**config.mk**
```make
export PLATFORM = sky130hd
export DESIGN_NAME = cpu_instr_sequencer
export DESIGN_NICKNAME = d
export VERILOG_FILES = /design/src/rtl/cpu_pkg.sv /design/src/rtl/seq_prog_ram.sv /design/src/rtl/cpu_instr_sequencer.sv
export SDC_FILE = /design/constraint.sdc
export NUM_CORES = 1
export LEC_CHECK = 0
export BUFFER_PORTS_ARGS = -buffer_cell sky130_fd_sc_hd__clkbuf_2
export CORE_MARGIN = 2
export CORE_UTILIZATION = 55
export CTS_CLUSTER_DIAMETER = 40
export CTS_CLUSTER_SIZE = 24
export DETAILED_ROUTE_END_ITERATION = 8
export PLACE_DENSITY = 0.79
export SYNTH_ARGS = -nofsm -noshare
export SYNTH_HDL_FRONTEND = slang
export SYNTH_HIERARCHICAL = 1
export SYNTH_SLANG_ARGS = --single-unit
```
**constraint.sdc**
```tcl
create_clock -name clk -period 2.15 [get_ports clk]
set_input_delay 0.43 -clock clk [delete_from_list [all_inputs] [get_ports clk]]
set_output_delay 0.43 -clock clk [all_outputs]
set_load 0.01 [all_outputs]
```
**src/rtl/cpu_pkg.sv**
```systemverilog
// rtl/cpu_pkg.sv - shared CPU instruction constants and sequencer state type
package cpu_pkg;

  localparam int INSTR_W = 9;

  localparam logic [1:0] LOADS  = 2'b00;
  localparam logic [1:0] OUTR   = 2'b01;
  localparam logic [1:0] LOADD2 = 2'b10;
  localparam logic [1:0] LOADD  = 2'b11;

  typedef enum logic [1:0] {
    IDLE = 2'd0,
    RUN  = 2'd1,
    DONE = 2'd2
  } seq_state_t;

endpackage

```
**src/rtl/seq_prog_ram.sv**
```systemverilog
// rtl/seq_prog_ram.sv - program store, synchronous write and combinational read
module seq_prog_ram #(
  parameter int DEPTH = 32,
  parameter int AW    = 5,
  parameter int IW    = 9
) (
  input  logic          clk,
  input  logic          we,
  input  logic [AW-1:0] waddr,
  input  logic [IW-1:0] wdata,
  input  logic [AW-1:0] raddr,
  output logic [IW-1:0] rdata
);

  // no reset so the array maps onto distributed RAM
  logic [IW-1:0] mem [DEPTH];

  always_ff @(posedge clk) begin
    if (we) begin
      mem[waddr] <= wdata;
    end
  end

  assign rdata = mem[raddr];

endmodule

```
**src/rtl/cpu_instr_sequencer.sv**
```systemverilog
// rtl/cpu_instr_sequencer.sv - issues a stored program to the vector CPU, repeated N times
module cpu_instr_sequencer
  import cpu_pkg::*;
#(
  parameter int            DEPTH      = 32,
  parameter int            AW         = 5,
  parameter int            IW         = INSTR_W,
  parameter logic [IW-1:0] IDLE_INSTR = '0
) (
  input  logic          clk,
  input  logic          rst_n,
  input  logic          load_en,
  input  logic [AW-1:0] load_addr,
  input  logic [IW-1:0] load_data,
  input  logic [AW:0]   prog_len,
  input  logic [7:0]    repeat_cnt,
  input  logic          start,
  input  logic          pause,
  input  logic          abort,
  output logic [IW-1:0] instruction,
  output logic          instr_valid,
  output logic [AW-1:0] pc,
  output logic          busy,
  output logic          done
);

  localparam logic [AW:0] LEN_MAX = (AW+1)'(DEPTH);

  seq_state_t    state_q, state_d;
  logic [AW-1:0] pc_q, pc_d;
  logic [AW:0]   len_q, len_d;
  logic [7:0]    pass_q, pass_d;
  logic [IW-1:0] instr_q, instr_d;
  logic          valid_q, valid_d;
  logic          done_q, done_d;
  logic          ram_we;
  logic [IW-1:0] ram_rdata;
  logic          at_last;

  seq_prog_ram #(
    .DEPTH (DEPTH),
    .AW    (AW),
    .IW    (IW)
  ) u_ram (
    .clk   (clk),
    .we    (ram_we),
    .waddr (load_addr),
    .wdata (load_data),
    .raddr (pc_q),
    .rdata (ram_rdata)
  );

  assign at_last = ({1'b0, pc_q} == (len_q - 1'b1));

  always_comb begin
    state_d = state_q;
    pc_d    = pc_q;
    len_d   = len_q;
    pass_d  = pass_q;
    instr_d = IDLE_INSTR;
    valid_d = 1'b0;
    done_d  = 1'b0;
    ram_we  = 1'b0;
    if (abort) begin
      state_d = IDLE;
      pc_d    = '0;
    end else begin
      case (state_q)
        IDLE: begin
          ram_we = load_en;
          if (start && (prog_len != '0)) begin
            state_d = RUN;
            pc_d    = '0;
            pass_d  = repeat_cnt;
            len_d   = (prog_len > LEN_MAX) ? LEN_MAX : prog_len;
          end
        end
        RUN: begin
          if (!pause) begin
            instr_d = ram_rdata;
            valid_d = 1'b1;
            if (!at_last) begin
              pc_d = pc_q + 1'b1;
            end else if (pass_q != '0) begin
              // wrap straight into the next pass without a bubble
              pc_d   = '0;
              pass_d = pass_q - 1'b1;
            end else begin
              state_d = DONE;
            end
          end
        end
        DONE: begin
          done_d  = 1'b1;
          state_d = IDLE;
        end
        default: state_d = IDLE;
      endcase
    end
  end

  always_ff @(posedge clk or negedge rst_n) begin
    if (!rst_n) begin
      state_q <= IDLE;
      pc_q    <= '0;
      len_q   <= '0;
      pass_q  <= '0;
      instr_q <= IDLE_INSTR;
      valid_q <= 1'b0;
      done_q  <= 1'b0;
    end else begin
      state_q <= state_d;
      pc_q    <= pc_d;
      len_q   <= len_d;
      pass_q  <= pass_d;
      instr_q <= instr_d;
      valid_q <= valid_d;
      done_q  <= done_d;
    end
  end

  assign instruction = instr_q;
  assign instr_valid = valid_q;
  assign pc          = pc_q;
  assign done        = done_q;
  assign busy        = (state_q != IDLE);

endmodule

```
# ---- Word level (Yosys, flattened, before mapping)
# Memories as Yosys holds them, arrays and structs flattened.
# Index checks and enable logic that the tools add are counted.
dict set report totals {
  ramBits 288
  out_inout_bits 17
  mem_count 1
  latch_bits 0
  reg_bits 32
  mem_bits_ro 0
}
# name depth width read_ports rd_clocked_by_memory_dff wr line
set mem_list {}
lappend mem_list {u_ram.mem 32 9 1 0 1 seq_prog_ram.sv:16} ;# logic [IW-1:0] mem [DEPTH];
dict set report classes {
  n_lt_le_gt_ge 1
  bitwise 1
  eq_ne 12
  mul 0
  mux 30
  reduce_logical 11
  n_shift 0
  n_div 0
  addsub 3
}
# operator n
set op_table {}
lappend op_table {{$mux 8} 4}
lappend op_table {{$mux 9} 3}
lappend op_table {{$mux 5} 5}
lappend op_table {{$pmux 8 s2} 1}
lappend op_table {{$ne 3x3->1 const B} 4}
lappend op_table {{$mux 2} 5}
lappend op_table {{$pmux 5 s2} 1}
lappend op_table {{$mux 1} 9}
lappend op_table {{$ne 2x2->1 const B} 4}
lappend op_table {{$reduce_and 4->1} 2}
lappend op_table {{$reduce_bool 8->1} 1}
lappend op_table {{$sub 8x1->8 const B} 1}
lappend op_table {{$eq 5x6->1} 1}
lappend op_table {{$gt 6x6->1 const B} 1}
lappend op_table {{$mux 6} 1}
lappend op_table {{$reduce_and 6->1} 1}
lappend op_table {{$reduce_bool 6->1} 1}
lappend op_table {{$sub 6x1->6 const B} 1}
lappend op_table {{$add 5x1->5 const B} 1}
lappend op_table {{$ne 4x4->1 const B} 1}
lappend op_table {{$pmux 2 s2} 1}
lappend op_table {{$reduce_bool 2->1} 2}
lappend op_table {{$reduce_and 3->1} 1}
lappend op_table {{$reduce_bool 3->1} 1}
lappend op_table {{other kinds (5)} 5}

# ---- Longest topological paths before layout
dict set report depth {
  depth_word 6
  depth_mapped 8
  ltp_nobuf 8
}

# ---- By module
# Netlist, hierarchy kept.
# module instances area_each_um2 seq_area_each_um2 cells_each
set by_module_without_submodules {}
lappend by_module_without_submodules {seq_prog_ram 1 11101.9 8648.3 454}
lappend by_module_without_submodules {cpu_instr_sequencer 1 1775.5 800.8 171}

# ---- Worst setup path before layout
# No wires, ideal clock.
dict set report synth_path {
  kind {reg-to-reg}
  from {register state_q[1]}
  to {memory u_ram.mem[0][0] (enable)}
  path_stages_with_launch 7
  period_less_slack_ps 2423
  setup_slack_ps -273
  arrival_ps 2048
  path_buffers 1
  required_ps 1776
  cell_sequence {dfrtp_1 -> or2_2 -> nor2_1 -> and2_1 -> or3b_2 -> clkbuf_1 -> nor2_1}
}
dict set report synth_between {
  elab_chain_len 5
}
# element line
set synth_rtl {}
lappend synth_rtl {{from (decl)} cpu_instr_sequencer.sv:29} ;# seq_state_t state_q, state_d;
lappend synth_rtl {{from (signal assigned)} cpu_instr_sequencer.sv:112} ;# state_q <= state_d;
lappend synth_rtl {{$logic_not 2->1} cpu_instr_sequencer.sv:68} ;# case (state_q)
lappend synth_rtl {{$mux 1} cpu_instr_sequencer.sv:68}
lappend synth_rtl {{$mux 1} cpu_instr_sequencer.sv:64} ;# if (abort) begin
lappend synth_rtl {{net ram_we} cpu_instr_sequencer.sv:36} ;# logic ram_we;
lappend synth_rtl {{$mux 1} seq_prog_ram.sv:19} ;# if (we) begin
lappend synth_rtl {{$mux 1 (not written as such)} seq_prog_ram.sv:20} ;# mem[waddr] <= wdata;
lappend synth_rtl {{to (decl)} seq_prog_ram.sv:16}
# The timed path passes the listed nets, and every way through them passes these cells.

# ---- Worst setup path in the final report
dict set report layout_path {
  from {register pc_q[0], in the netlist pc[0]}
  to {register instr_q[3], in the netlist instruction[3]}
}
dict set report layout_between {
  elab_chain_len 4
}
# element line
set layout_rtl {}
lappend layout_rtl {{from (decl)} cpu_instr_sequencer.sv:30} ;# logic [AW-1:0] pc_q, pc_d;
lappend layout_rtl {{from (signal assigned)} cpu_instr_sequencer.sv:113} ;# pc_q <= pc_d;
lappend layout_rtl {{$mem_v2 32x9} -}
lappend layout_rtl {{net ram_rdata[3]} cpu_instr_sequencer.sv:37} ;# logic [IW-1:0] ram_rdata;
lappend layout_rtl {{$mux 9} cpu_instr_sequencer.sv:79} ;# if (!pause) begin
lappend layout_rtl {{$mux 9} cpu_instr_sequencer.sv:68}
lappend layout_rtl {{$mux 9} cpu_instr_sequencer.sv:64}
lappend layout_rtl {{net instr_d[3]} cpu_instr_sequencer.sv:33} ;# logic [IW-1:0] instr_q, instr_d;
lappend layout_rtl {{to (signal assigned)} cpu_instr_sequencer.sv:116} ;# instr_q <= instr_d;
lappend layout_rtl {{to (decl)} cpu_instr_sequencer.sv:33}
# The timed path passes the listed nets, and every way through them passes these cells.
# A chain may end at the register's enable or synchronous reset.

==> run metrics <==
Tot GR Track Use 27.4%; pre-CTS setup slack -0.296 ns; DR vias/cell 6.33; Post-Synthesis Cell Area 12900 um2; worst skew pair latency 0.52 ns; failing checks negative setup slack; yosys warns 6; Routed WL 32.3 mm; CP startpoint kind register; Reg clk slew, reported paths 0.06 ns; Synth async-reset ratio around a tenth; Synth area leader edfxtp_1; Power per Cell Area 940 nW/um2; Critical Path Max Stage Delay 0.57 ns; worst hold slack 0.156 ns; post-synthesis register bit count 320; Critical-path top delay cell mux4_2; TritonCTS clock tree done; commonest non-fill, non-tap cell in the layout edfxtp_1; initial antenna violation count 0; root buf cell clkbuf_16; Final ANT Viol Nets 0; drt pass-1 iters 6; count of cell types in the netlist 63; vias in the first global route ~7.2k; crit path kind register to register; largest net degree at the start of global routing roughly 40; Slew Limit Fails 0; number of flops mapped to enable cells by yosys 288; Antenna diodes 0; DR DRC count 0; # setup viols final 10; area share of the largest cell type after synthesis 67.2%; die area 24700 um2; Crit path buffers/inverters 2; drt wl/cell 28.7 um; maximum clock rate 411 MHz; share of cells above drive strength 1 43.7%; Peak supply drop 0.604 mV; first-pass GRT wire length around 48 mm; CP endpoint kind register; HPWL Detailed 18.7 mm; final hold vios 0; relative slew slack 49.9%; Iter 0 DRT Violations 885; CP delay by family, top multiplexers; Syn Area/Cell 20.6 um2; top_reg_cell synth edfxtp_1; fin crit period roughly 2.4 ns; leakage 5.40 nW; max cap viols 0; RSZ-0062 raised after global routing yes; GPL Wtd Cong 0.822; H-tree depth 2; io pins 51; total CTS buffers 38; CTS Sinks 320; leading cell types in the layout, fill and taps excluded edfxtp_1, mux4_2, buf_4; Post-Syn Nets 662; Max FO, Critical Path 7; sequential fraction of the synthesis area between 70 and 80%; core area 22800 um2; worst hold path class input port to register; top cells by area, synth edfxtp_1, mux4_2, dfrtp_1; share of the clock period used by the worst path after layout 113%; vias 7120; outcome complete, but fails checks; Worst-Margin Slew 0.751 ns; Clock Skews 0.0139 ns; Data required, critical path roughly 2.6 ns; Nets 819; # rows 55; clock tree buffer depth 3; floorplan die height 157 um; IO buf count 50; critical path arrival 2.84 ns; worst setup margin -0.282 ns; grt total ovfl 0; crit-path cells buf_12 > buf_12 > mux4_2 > mux4_2 > mux2_4 > and2_4; initial core utilization between 50 and 60%; Layout area overhead 24.0%; die width 157 um; cells after synthesis between 600 and 700
[where the power goes]
| group | internal (mW) | switching (mW) |
|---|---|---|
| Combinational | 0.594 | 0.629 |
| Clock | 4.13 | 2.67 |
| Sequential | 6.88 | 0.111 |
[kinds of logic after synthesis]
kind of cell | Yosys count | synth area share [%]
AO/OA/AOI/OAI | 44 | 2.76
XOR/XNOR | 6 | 0.466
adder cells (fa/ha/maj) | 3 | 0.292
buffers and inverters | 35 | 1.30
flip-flops | 320 | 73.4
multiplexers | 102 | 16.8
AND/OR/NAND/NOR | 115 | 5.03
[metal layers]
layer  track usage (%)  up-vias  part of all wire [%]
met5                 0        -                     0
met4              8.96        0                   3.4
met3              7.08       69                   9.8
met2              43.5      430                    49
met1              37.7     3714                    38
li1                  -     2907                     -
[cells in the mapped netlist, types with 2 or more instances]
cell type    n
a31oi_1      3
or3_1        3
buf_1        7
mux4_2      90
clkbuf_1     7
and2_1      10
nand2b_1     5
a221o_1      5
or4_1        2
or3b_2       3
xnor2_1      5
nor3b_1      2
a211o_1      2
a21oi_1      3
o21ai_1      2
o21ai_0     11
ha_1         3
buf_4        7
nand3_1      6
mux2i_1      2
nor2_1      48
nor2b_1      3
dfrtp_1     32
edfxtp_1   288
nand3b_1     8
buf_2        2
mux2_2       9
and3_1       2
nand2_1      8
nor3_1       3
a31o_2       2
inv_1       11
[area by class of cell]
type | instances | area [um2]
multi-input combinational | 270 | 3470
inverter | 11 | 41.3
clock inverter | 24 | 305
fill | 1306 | 6810
timing repair buffer | 141 | 1240
clock buffer | 46 | 1060
tap | 313 | 392
sequential | 320 | 9450
[through the flow]
stage	instances	setup TNS (ns)	utilization (%)	area (um2)	total power, mW
4_1_cts	1119	-2.27	69.4	15800	15.0
5_1_grt	1125	-2.77	70.1	16000	15.4
3_3_place_gp	1038	-2.38	62.4	14200	8.06
3_5_place_dp	1038	-4.07	62.4	14200	8.13
6_report	1125	-2.29	70.1	16000	15.0
2_1_floorplan	625	-0.493	-	13100	7.72
[worst paths after layout]
| path | start | cells past startpoint | endpoint | slack [ns] |
|---|---|---|---|---|
| max | pc[0] | 6 | instruction[3] | -0.28 |
| min | repeat_cnt[0] | 2 | pass_q[0] | 0.16 |
| max reg2reg | pc[0] | 6 | instruction[3] | -0.28 |
| min reg2reg | state_q[0] | 2 | done | 0.53 |
| max in group asynchronous | rst_n | 3 | pass_q[1] | 1.19 |
| min in group asynchronous | rst_n | 2 | instruction[6] | 0.31 |
[sequential cells by signal (all words and copies together) (netlist names)]
signal	count
instr_valid	1
instruction	9
len_q	6
state_q	2
u_ram/mem	288
pc	5
done	1
pass_q	8
[repair_timing]
item,CTS,global route
resized for setup,15,20
gates cloned,0,2
setup buffers,10,5
endpoints found under the hold margin,6,0
setup endpoints to repair,91,22
pin swaps,5,12
hold buffers,1,0
(Power assumes the default switching activity.)
